## src/rtl/fetch_pkg.sv

```systemverilog
// Shared definitions for the instruction fetch queue.
// INSTR_WIDTH : natural instruction word width
// NOP_INSTR   : word presented to decode when the queue is empty
// PC_STEP     : byte increment between sequential fetches
// fq_op_e     : per-cycle queue operation, {push, pop}
package fetch_pkg;

  localparam int unsigned INSTR_WIDTH = 32;
  localparam logic [INSTR_WIDTH-1:0] NOP_INSTR = 32'h00000000;
  localparam int unsigned PC_STEP = 4;

  typedef enum logic [1:0] {
    FQ_IDLE = 2'b00,
    FQ_POP  = 2'b01,
    FQ_PUSH = 2'b10,
    FQ_BOTH = 2'b11
  } fq_op_e;

endpackage

```

## src/rtl/fetch_queue_ptr.sv

```systemverilog
// Wrap-around pointer register for the fetch queue.
// clk_i   : rising-edge clock
// rst_i   : asynchronous active-high reset, pointer -> 0
// clear_i : synchronous clear, has priority over inc_i
// inc_i   : advance pointer by one, wrapping modulo DEPTH
// ptr_o   : current pointer value
module fetch_queue_ptr #(
  parameter  int unsigned DEPTH = 4,
  localparam int unsigned PW    = $clog2(DEPTH)
) (
  input  logic          clk_i,
  input  logic          rst_i,
  input  logic          clear_i,
  input  logic          inc_i,
  output logic [PW-1:0] ptr_o
);

  logic [PW-1:0] ptr_q, ptr_d;

  // DEPTH is a power of two, so natural overflow gives the modulo wrap.
  always_comb begin
    ptr_d = ptr_q;
    if (clear_i) begin
      ptr_d = '0;
    end else if (inc_i) begin
      ptr_d = ptr_q + PW'(1);
    end
  end

  always_ff @(posedge clk_i or posedge rst_i) begin
    if (rst_i) begin
      ptr_q <= '0;
    end else begin
      ptr_q <= ptr_d;
    end
  end

  assign ptr_o = ptr_q;

endmodule

```

## src/rtl/fetch_queue.sv

```systemverilog
// Decoupling queue between instruction fetch and decode.
// Clk            : rising-edge clock
// Reset          : asynchronous active-high, empties the queue
// Flush          : synchronous discard of all entries (beats push/pop)
// InValid/InReady: fetch-side handshake; InReady = not full
// InPC/InInstruction : entry presented by fetch
// OutValid/OutReady  : decode-side handshake; OutValid = not empty
// OutPC/OutInstruction : head entry, zero (NOP) when empty
// Count          : number of occupied entries
module fetch_queue
  import fetch_pkg::*;
#(
  parameter  int unsigned DEPTH = 4,
  parameter  int unsigned WIDTH = 32,
  localparam int unsigned PW    = $clog2(DEPTH),
  localparam int unsigned CW    = $clog2(DEPTH + 1)
) (
  input  logic             Clk,
  input  logic             Reset,
  input  logic             Flush,
  input  logic             InValid,
  output logic             InReady,
  input  logic [WIDTH-1:0] InPC,
  input  logic [WIDTH-1:0] InInstruction,
  output logic             OutValid,
  input  logic             OutReady,
  output logic [WIDTH-1:0] OutPC,
  output logic [WIDTH-1:0] OutInstruction,
  output logic [CW-1:0]    Count
);

  logic [WIDTH-1:0] pc_q    [DEPTH];
  logic [WIDTH-1:0] instr_q [DEPTH];

  logic [PW-1:0] wr_ptr, rd_ptr;
  logic [CW-1:0] count_q, count_d;
  logic          push, pop;
  fq_op_e        op;

  // Ready/valid come only from the registered count, so a pop in a full
  // cycle never opens the door for a push in that same cycle.
  assign InReady  = (count_q != CW'(DEPTH));
  assign OutValid = (count_q != '0);
  assign Count    = count_q;

  assign push = InValid && InReady && !Flush;
  assign pop  = OutValid && OutReady && !Flush;
  assign op   = fq_op_e'({push, pop});

  fetch_queue_ptr #(.DEPTH(DEPTH)) u_wr_ptr (
    .clk_i   (Clk),
    .rst_i   (Reset),
    .clear_i (Flush),
    .inc_i   (push),
    .ptr_o   (wr_ptr)
  );

  fetch_queue_ptr #(.DEPTH(DEPTH)) u_rd_ptr (
    .clk_i   (Clk),
    .rst_i   (Reset),
    .clear_i (Flush),
    .inc_i   (pop),
    .ptr_o   (rd_ptr)
  );

  always_comb begin
    count_d = count_q;
    if (Flush) begin
      count_d = '0;
    end else begin
      unique case (op)
        FQ_PUSH: count_d = count_q + CW'(1);
        FQ_POP:  count_d = count_q - CW'(1);
        default: count_d = count_q;
      endcase
    end
  end

  always_ff @(posedge Clk or posedge Reset) begin
    if (Reset) begin
      count_q <= '0;
    end else begin
      count_q <= count_d;
    end
  end

  // Storage is not reset; the empty-masking below hides stale contents.
  always_ff @(posedge Clk) begin
    if (push) begin
      pc_q[wr_ptr]    <= InPC;
      instr_q[wr_ptr] <= InInstruction;
    end
  end

  assign OutPC          = OutValid ? pc_q[rd_ptr]    : '0;
  assign OutInstruction = OutValid ? instr_q[rd_ptr] : WIDTH'(NOP_INSTR);

endmodule

```

## config.mk

```make
export PLATFORM = sky130hd
export DESIGN_NAME = fetch_queue
export DESIGN_NICKNAME = d
export VERILOG_FILES = /design/src/rtl/fetch_pkg.sv /design/src/rtl/fetch_queue_ptr.sv /design/src/rtl/fetch_queue.sv
export SDC_FILE = /design/constraint.sdc
export NUM_CORES = 1
export LEC_CHECK = 0
export CORE_MARGIN = 5
export CORE_UTILIZATION = 44
export DETAILED_ROUTE_END_ITERATION = 7
export DONT_BUFFER_PORTS = 1
export GPL_ROUTABILITY_DRIVEN = 1
export PLACE_DENSITY = 0.69
export SYNTH_ARGS = -nofsm -noshare
export SYNTH_HDL_FRONTEND = slang
export SYNTH_SLANG_ARGS = --single-unit
```

## constraint.sdc

```tcl
create_clock -name Clk -period 4.1 [get_ports Clk]
set_input_delay 0.615 -clock Clk [delete_from_list [all_inputs] [get_ports Clk]]
set_output_delay 0.615 -clock Clk [all_outputs]
set_load 0.01 [all_outputs]
```

# --- After elaboration in Yosys (flattened, before gate mapping) ---
# Memories as Yosys holds them, arrays and structs flattened.
# Index checks and enable logic that the tools add are counted.
# W data, S select, Z words.
word_totals:
  reg_bits: 7
  ram_bits: 256
  in_bits: 69
  out_inout_bits: 69
  elab_cells: 31
  mem_count: 2
op_classes:
  n_addsub: 4
  eq_ne: 3
  n_mux: 10
  n_reduce_logical: 9
mem_list:
  columns: ["memory", "words", "word_bits", "read_ports", "rd_clocked_by_memory_dff", "write_ports", "line", "text"]
  rows:
  - ["instr_q", 4, 32, 1, 0, 1, "fetch_queue.sv:33", "logic [WIDTH-1:0] instr_q [DEPTH];"]
  - ["pc_q", 4, 32, 1, 0, 1, "fetch_queue.sv:32", "logic [WIDTH-1:0] pc_q [DEPTH];"]
ops:
  columns: ["operator", "count"]
  rows:
  - ["$mux W32", 2]
  - ["$mux W2", 4]
  - ["$pmux W3 S2", 1]
  - ["$reduce_bool A3 Y1", 2]
  - ["$add A2 B1 Y2 const B", 2]
  - ["$logic_and A1 B1 Y1", 4]
  - ["$reduce_bool A2 Y1", 2]
  - ["$add A3 B1 Y3 const B", 1]
  - ["$mux W3", 1]
  - ["$ne A3 B3 Y1 const B", 1]
  - ["$sub A3 B1 Y3 const B", 1]
  - ["$eq A2 B1 Y1 const B", 1]
  - ["$eq A2 B2 Y1 const B", 1]
  - ["$mux W1", 2]
  - ["$logic_not A1 Y1", 1]

# --- Depth between registers and ports, before layout ---
# Gate-level depths: netlist of run 1.
logic_depth:
  ltp_word: 6
  ltp_mapped: 10
  depth_no_buf: 8

# --- By module ---
# Synthesis of run 1 repeated with hierarchy kept, for this count alone.
unflattened:
  hier_cells: 452
  area_unflattened_um2: 10142.2
by_module_without_submodules:
  columns: ["mod", "instances", "cells_each", "area_each_um2", "seq_area_each_um2"]
  rows:
  - ["fetch_queue", 1, 436, 9957.0, 7762.4]
  - ["fetch_queue_ptr", 2, 8, 92.6, 50.0]

# --- Worst setup path after synthesis of run 1 ---
# OpenSTA, ideal clock, no wires.
synth_path:
  path_type: "reg2reg"
  start: "register count_q[0], in the netlist Count[0]"
  end: "memory instr_q[0][0] (enable)"
  setup_ns: 0.429
  arrival_time_ns: 2.720
  required_ns: 3.671
  slack_ns: 0.951
  stages_incl_launch_ff: 6
  synth_period_minus_slack_ns: 3.149
  cell_sequence: "dfrtp_1 clkbuf_1 or3b_1 nand2_1 nor2_1 and2_1"
synth_via:
  elab_chain_len: 5
synth_rtl:
  columns: ["element", "line", "text"]
  rows:
  - ["start: declaration", "fetch_queue.sv:36", "logic [CW-1:0] count_q, count_d;"]
  - ["start signal: assignment", "fetch_queue.sv:83", "count_q <= count_d;"]
  - ["$ne A3 B3 Y1", "fetch_queue.sv:42", "assign InReady = (count_q != CW'(DEPTH));"]
  - ["via InReady", "fetch_queue.sv:22", "output logic InReady,"]
  - ["$logic_and A1 B1 Y1 (2 in a row)", "fetch_queue.sv:46", "assign push = InValid && InReady && !Flush;"]
  - ["$mux W1", "fetch_queue.sv:89", "if (push) begin"]
  - ["$mux W1 (not written as such)", "fetch_queue.sv:91", "instr_q[wr_ptr] <= InInstruction;"]
  - ["end: declaration", "fetch_queue.sv:33", null]
# The timed path passes the listed nets, and every way through them passes these cells.

# --- Worst setup path after layout of run 1 ---
layout_path:
  start: "register u_rd_ptr.ptr_q[0], in the netlist u_rd_ptr.ptr_o[0]"
  end: "output OutPC[20]"
layout_via:
  elab_chain_len: 2
layout_rtl:
  columns: ["element", "line", "text"]
  rows:
  - ["start: declaration", "fetch_queue_ptr.sv:18", "logic [PW-1:0] ptr_q, ptr_d;"]
  - ["start signal: assignment", "fetch_queue_ptr.sv:34", "ptr_q <= ptr_d;"]
  - ["$mem_v2 Z4 W32", null, null]
  - ["$mux W32", "fetch_queue.sv:95", "assign OutPC = OutValid ? pc_q[rd_ptr] : '0;"]
  - ["end: declaration", "fetch_queue.sv:27", "output logic [WIDTH-1:0] OutPC,"]
# Every way passes these cells.

==> flow_metrics.env, run 1 <==
export IMPL_status="finished clean"
export IMPL_final_cells=806
export IMPL_clockPowerShare_pct=38.2
export IMPL_fmax_ghz=0.3220
export IMPL_seqCellArea_um2=7870
export IMPL_layout_drive_gt1_share_pct=21.50
export IMPL_first_pass_iters=4
export IMPL_cap_violations=0
export IMPL_path_max_fanout=29
export IMPL_path_cells="buf_4 > mux4_2 > and2_1"
export IMPL_nFillCells=1820
export IMPL_power_density_nw_per_um2=526.7
export IMPL_yosys_warnings=0
export IMPL_wl_um=18120
export IMPL_drc=0
export IMPL_yosysUniqueCellTypes=31
export IMPL_hpwl_um=10110
export IMPL_comb_power_share_pct=9.4
export IMPL_leakage_nw=3.497
export IMPL_synth_cells=472
export IMPL_crit_required_ps=3480
export IMPL_multi_input_area_um2=2193
export IMPL_area_growth_pct=10.85
export IMPL_worst_pin_slew_ps=1032
export IMPL_grt_max_degree=68
export IMPL_fin_nets=552
export IMPL_ys_seq_elements=263
export IMPL_die_y_um=162.4
export IMPL_setup_viol=0
export IMPL_drtAntennaViolNets=0
export IMPL_worst_path_max_delay_cell="dfrtp_4"
export IMPL_worst_endpoint_arrival_ps=2490
export IMPL_start_util_pct=44.87
export IMPL_p_int_w=0.004683
export IMPL_avgViaCountPerCell=5.411
export IMPL_end_kind="output pin"
export IMPL_synth_top_area_share_pct=75.22
export IMPL_grt_pass1_vias=4906
export IMPL_min_path_type="input port to flip-flop"
export IMPL_clk_path_buf_depth=3
export IMPL_clock_sinks=263
export IMPL_num_rows=55
export IMPL_cts_root_buf="clkbuf_16"
export IMPL_period_share_pct=75.74
export IMPL_ys_top_cells_by_area="edfxtp_1, mux4_2, and2_1"
export IMPL_postCtsSetupBuffers=0
export IMPL_finalHoldViolCount=0
export IMPL_slowest_delay_ps=830
export IMPL_port_buffers=0
export IMPL_clock_latency_ps=510
export IMPL_cts_tree="yes"
export IMPL_peakVddDrop_mv=0.4130
export IMPL_slew_viol_final=0
export IMPL_fin_setup_tns_ps=0
export IMPL_core_um2=22780
export IMPL_h_tree_depth=1
export IMPL_post_drt_wl_per_cell_um=22.49
export IMPL_slew_headroom_pct=31.19
export IMPL_grt_pass1_wl_um=28300
export IMPL_drtIter0Drc=188
export IMPL_syn_num_nets=546
export IMPL_fin_util_pct=49.73
export IMPL_die_width_um=162.4
export IMPL_die_area_um2=26380
export IMPL_syn_avg_cell_area_um2=21.65
export IMPL_min_period_ps=3105
export IMPL_antenna_found_initial=0
export IMPL_start_kind="flip-flop"
export IMPL_routabilityCongestion=0.7156
export IMPL_p_switching_w=0.001283
export IMPL_num_vias=4361
export IMPL_dp_cells=762
export IMPL_power_switching_share_pct=21.51
export IMPL_seq_area_frac_synth_pct=76.93
export IMPL_gr_usage_all_layers_pct=13.83
export IMPL_num_antenna_cells=0
export IMPL_share_seq_of_total_power_pct=52.4
export IMPL_rsz0062_at_grt="no"
export IMPL_grt_overflow_total=0
export IMPL_synth_area_um2=10220
export IMPL_cts_resized=0
export IMPL_finClkSkew_ps=5.087
export IMPL_netlist_top_cell_by_area="edfxtp_1"
export IMPL_io_pin_count=138
export IMPL_crit_type="flip-flop to output pin"
export IMPL_cts_clk_slew_worst_paths_ps=60
export IMPL_cts_made_buffers=26
power by group through the flow:
stage | Clock (W) | Combinational, W | Sequential, W
final | 0.00228 | 0.000560 | 0.00313
after global placement | 0 | 0.000566 | 0.00318
after floorplan | 0 | 0.000517 | 0.00313
after global routing | 0.00246 | 0.000616 | 0.00314
after detailed placement | 0 | 0.000580 | 0.00319
after CTS | 0.00233 | 0.000582 | 0.00313
cell usage in the layout, fill, tap and decap left out, drive strengths merged:
cell,netlist,final
buf,15,2
edfxtp,256,256
or3,1,1
o21ai,4,4
xnor2,1,1
a21oi,6,6
and2,69,69
o22ai,1,1
inv,5,5
or2,1,1
a2111o,1,1
nor2,6,6
nor3,2,2
clkbuf,10,32
dlygate4sd3,0,1
nand2,5,5
o21a,1,1
fa,1,1
dfrtp,7,7
a311oi,1,1
a221oi,1,1
xor2,2,2
mux4,64,64
nand2b,2,2
or3b,1,1
clkinv,0,8
nor2b,1,1
nand3,2,2
ha,4,4
bufinv,0,3
o21bai,1,1
a211oi,1,1
sequential cells by signal, summed over array words and instances (netlist names):
| register | count |
|---|---|
| u_rd_ptr.ptr_o | 2 |
| instr_q | 128 |
| u_wr_ptr.ptr_o | 2 |
| pc_q | 128 |
| Count | 3 |
Yosys cell counts:
master / number
a211oi_1: 1
nand3_1: 2
o22ai_1: 1
xor2_1: 2
or2_2: 1
o21bai_1: 1
and2_1: 69
buf_6: 6
or3b_1: 1
nand2b_1: 2
nor3_1: 2
o21ai_0: 4
o21a_1: 1
mux4_2: 64
ha_1: 4
nor2b_1: 1
fa_1: 1
nand2_1: 5
buf_4: 2
inv_1: 5
xnor2_1: 1
clkbuf_1: 10
a311oi_1: 1
or3_4: 1
nor2_1: 6
a2111o_1: 1
a221oi_1: 1
dfrtp_1: 7
buf_2: 7
a21oi_1: 6
edfxtp_1: 256
kinds of logic (layout without fill, tap and decap cells):
group,Yosys count,after routing,share of synthesized area (%)
flops,263,263,76.93
simple gates,90,90,5.264
mux,64,64,14.10
buf+inv,30,51,1.702
compound gates,17,17,1.053
fa+ha+maj,5,5,0.6856
xor+xnor,3,3,0.2571
per-layer routing:
| metal | vias up | GRT usage, % | part of all wire, % |
|---|---|---|---|
| li1 | 1908 | - | - |
| met1 | 2299 | 17.06 | 40 |
| met2 | 123 | 23.42 | 50 |
| met3 | 31 | 4.935 | 8.6 |
| met4 | 0 | 3.576 | 1.6 |
| met5 | - | 0 | 0 |
critical path, delay by kind of cell (launching register included):
family | cells | cell delay [ps]
multiplexers | 1 | 540
buffers and inverters | 1 | 380
flip-flops | 1 | 830
AND/OR/NAND/NOR | 1 | 210
metrics by stage:
step	total power (W)	cell area, um^2	hold WS, ps	setup slack (ps)
after detailed placement	0.003768	10500	476.0	1334
after CTS	0.006044	11330	131.5	891.5
after global placement	0.003746	10500	460.9	1467
final	0.005966	11330	159.6	994.8
after global routing	0.006214	11330	137.1	796.8
after floorplan	0.003649	10220	418.4	950.7
cell type report:
class | count | share of cell area (%)
clock inverter | 11 | 1.082
sequential | 263 | 69.47
clock buffer | 32 | 6.130
inverter | 5 | 0.1657
multi-input combinational | 179 | 19.36
tap | 313 | 3.457
timing repair buffer | 3 | 0.3313
timing repair:
item | 4_1_cts | 5_1_grt
hold endpoints to repair | 7 | 0
hold buffers | 1 | 0
endpoints found under the setup margin | 0 | 0
path summary, 6_finish.rpt:
| kind | startpoint | endpoint | slack (ps) | cells after the start |
|---|---|---|---|---|
| worst max-delay path | u_rd_ptr.ptr_o[0]$_DFFE_PP0P_ | OutPC[20] | 990 | 3 |
| worst min-delay path | Flush | u_rd_ptr.ptr_o[0]$_DFFE_PP0P_ | 160 | 1 |
| worst max register to register | Count[1]$_DFFE_PP0P_ | Count[1]$_DFFE_PP0P_ | 1320 | 8 |
| worst min register to register | u_wr_ptr.ptr_o[1]$_DFFE_PP0P_ | u_wr_ptr.ptr_o[1]$_DFFE_PP0P_ | 610 | 2 |
| max in group asynchronous | Reset | u_rd_ptr.ptr_o[0]$_DFFE_PP0P_ | 3340 | 2 |
| min in group asynchronous | Reset | Count[2]$_DFFE_PP0P_ | 490 | 2 |
(Power assumes the default switching activity.)
==> run 2, diff against run 1 <==
Clock period 4.1 ns to 3 ns, I/O delays scaled along.
==> run 2 against run 1 <==
- sequential cell count is the same
- via count grew 4.1%
- sequential share of layout area shrank 3.1 points
- sequential power grew 35%
- final area grew 4.6%
- first-iteration DRC count grew 76%
- clock skew grew 7.7 ps
- total power grew 36%
- critical path depth is the same
- non-clock buffer count grew 50
- hold slack lost 130 ps
- clock-buffer cell count shrank 1
==> flow_metrics.env, run 2 (synthesized netlist as in run 1, its figures left out) <==
export IMPL_status="finished clean"
export IMPL_cts_root_buf="clkbuf_16"
export IMPL_peakVddDrop_mv=0.4454
export IMPL_slew_viol_final=0
export IMPL_slowest_delay_ps=600
export IMPL_die_y_um=162.4
export IMPL_cts_resized=0
export IMPL_layout_drive_gt1_share_pct=21.76
export IMPL_hpwl_um=11380
export IMPL_num_antenna_cells=0
export IMPL_clk_path_buf_depth=3
export IMPL_clock_latency_ps=510
export IMPL_power_density_nw_per_um2=684.8
export IMPL_crit_required_ps=2550
export IMPL_wl_um=19130
export IMPL_dp_slack_ps=665.4
export IMPL_routabilityCongestion=0.7110
export IMPL_io_pin_count=138
export IMPL_core_um2=22780
export IMPL_min_path_type="input port to flip-flop"
export IMPL_start_kind="flip-flop"
export IMPL_fin_worst_hold_slack_ps=30.26
export IMPL_antenna_found_initial=0
export IMPL_crit_type="flip-flop to output pin"
export IMPL_cts_clk_slew_worst_paths_ps=60
export IMPL_finClkSkew_ps=12.81
export IMPL_postCtsSetupBuffers=0
export IMPL_first_pass_iters=4
export IMPL_period_share_pct=87.24
export IMPL_cap_violations=0
export IMPL_regToRegSetupSlack_ps=610
export IMPL_die_width_um=162.4
export IMPL_fmax_ghz=0.3821
export IMPL_setup_viol=0
export IMPL_leakage_nw=3.724
export IMPL_grt_pass1_wl_um=29880
export IMPL_end_kind="output pin"
export IMPL_layout_common_cells="edfxtp_1, and2_1, mux4_2, dlygate4sd3_1, clkbuf_16"
export IMPL_path_cells="or3_4 > buf_4 > and2_1"
export IMPL_fin_ws_ps=382.9
export IMPL_finalHoldViolCount=0
export IMPL_clock_sinks=263
export IMPL_num_vias=4541
export IMPL_port_buffers=0
export IMPL_cts_tree="yes"
export IMPL_avgViaCountPerCell=5.280
export IMPL_drtIter0Drc=330
export IMPL_worst_endpoint_arrival_ps=2170
export IMPL_worst_path_max_delay_cell="dfrtp_1"
export IMPL_area_growth_pct=15.95
export IMPL_min_period_ps=2617
export IMPL_grt_overflow_total=0
export IMPL_fin_setup_tns_ps=0
export IMPL_drc=0
export IMPL_worst_pin_slew_ps=591.1
export IMPL_start_util_pct=44.87
export IMPL_path_max_fanout=66
export IMPL_grt_max_degree=67
export IMPL_num_rows=55
export IMPL_gr_usage_all_layers_pct=14.58
export IMPL_mostFrequentLayoutCell="edfxtp_1"
export IMPL_h_tree_depth=1
export IMPL_post_drt_wl_per_cell_um=22.25
export IMPL_die_area_um2=26380
export IMPL_grt_pass1_vias=5144
export IMPL_rsz0062_at_grt="no"
export IMPL_slew_headroom_pct=60.60
export IMPL_cts_made_buffers=27
export IMPL_drtAntennaViolNets=0
export IMPL_fin_nets=603
[run 2: changes by cell type in the layout (fill, tap and decap cells not counted)]
cell / delta
clkinv_4: +1
dlygate4sd3_1: +39
buf_12: +6
buf_4: +5
bufinv_16: -2
clkinv_1: +3
clkinvlp_4: +1
clkbuf_1: -1
clkinv_2: +2
[run 2: metrics by stage]
stage | cells | power (W) | cell area (um^2) | util, %
2_1_floorplan | 472 | 0.004983 | 10220 | -
3_5_place_dp | 773 | 0.005169 | 10660 | 46.79
6_report | 860 | 0.008114 | 11850 | 52.02
5_1_grt | 860 | 0.008453 | 11850 | 52.02
3_3_place_gp | 773 | 0.005148 | 10660 | 46.79
4_1_cts | 855 | 0.008225 | 11800 | 51.80
[run 2: layout make-up]
type                    count  area (um^2)
multi-input cells         179         2193
repair buffers             53        585.6
fillers                  1764        10930
clock buffers              31        690.7
clock inverters            16        100.1
inverters                   5        18.77
well taps                 313        391.6
flip-flops and latches    263         7870
[run 2: critical path, delay by kind of cell (launching register included)]
kind	cells	cell delay (ps)
flip-flops	1	600
buffers and inverters	1	480
AND/OR/NAND/NOR	2	540
[run 2: report_power, final]
part	switching [W]	internal (W)
clock network	0.00127	0.00172
registers	0.0000565	0.00417
logic	0.000489	0.000410
total	0.00181	0.00630
[run 2: metal layers]
layer | GRT usage (%) | routed length, um
met1 | 18.48 | 7577
met2 | 24.46 | 9757
met3 | 4.784 | 1479
met4 | 3.806 | 318
met5 | 0 | 0
[run 2: final timing paths]
path                                                    start                       endpoint  cells after the start
min in group asynchronous                               Reset           Count[2]$_DFFE_PP0P_                      2
worst max register to register           Count[1]$_DFFE_PP0P_           Count[1]$_DFFE_PP0P_                      8
worst max-delay path                     Count[1]$_DFFE_PP0P_             OutInstruction[14]                      3
worst min-delay path                        InInstruction[18]       instr_q[1][18]$_DFFE_PP_                      0
max in group asynchronous                               Reset  u_rd_ptr.ptr_o[1]$_DFFE_PP0P_                      2
worst min register to register  u_wr_ptr.ptr_o[1]$_DFFE_PP0P_  u_wr_ptr.ptr_o[1]$_DFFE_PP0P_                      2
[run 2: what timing repair did]
item / 4_1_cts / 5_1_grt
endpoints found under the setup margin: 0 / 0
endpoints found under the hold margin: 129 / 12
hold buffers: 35 / 5
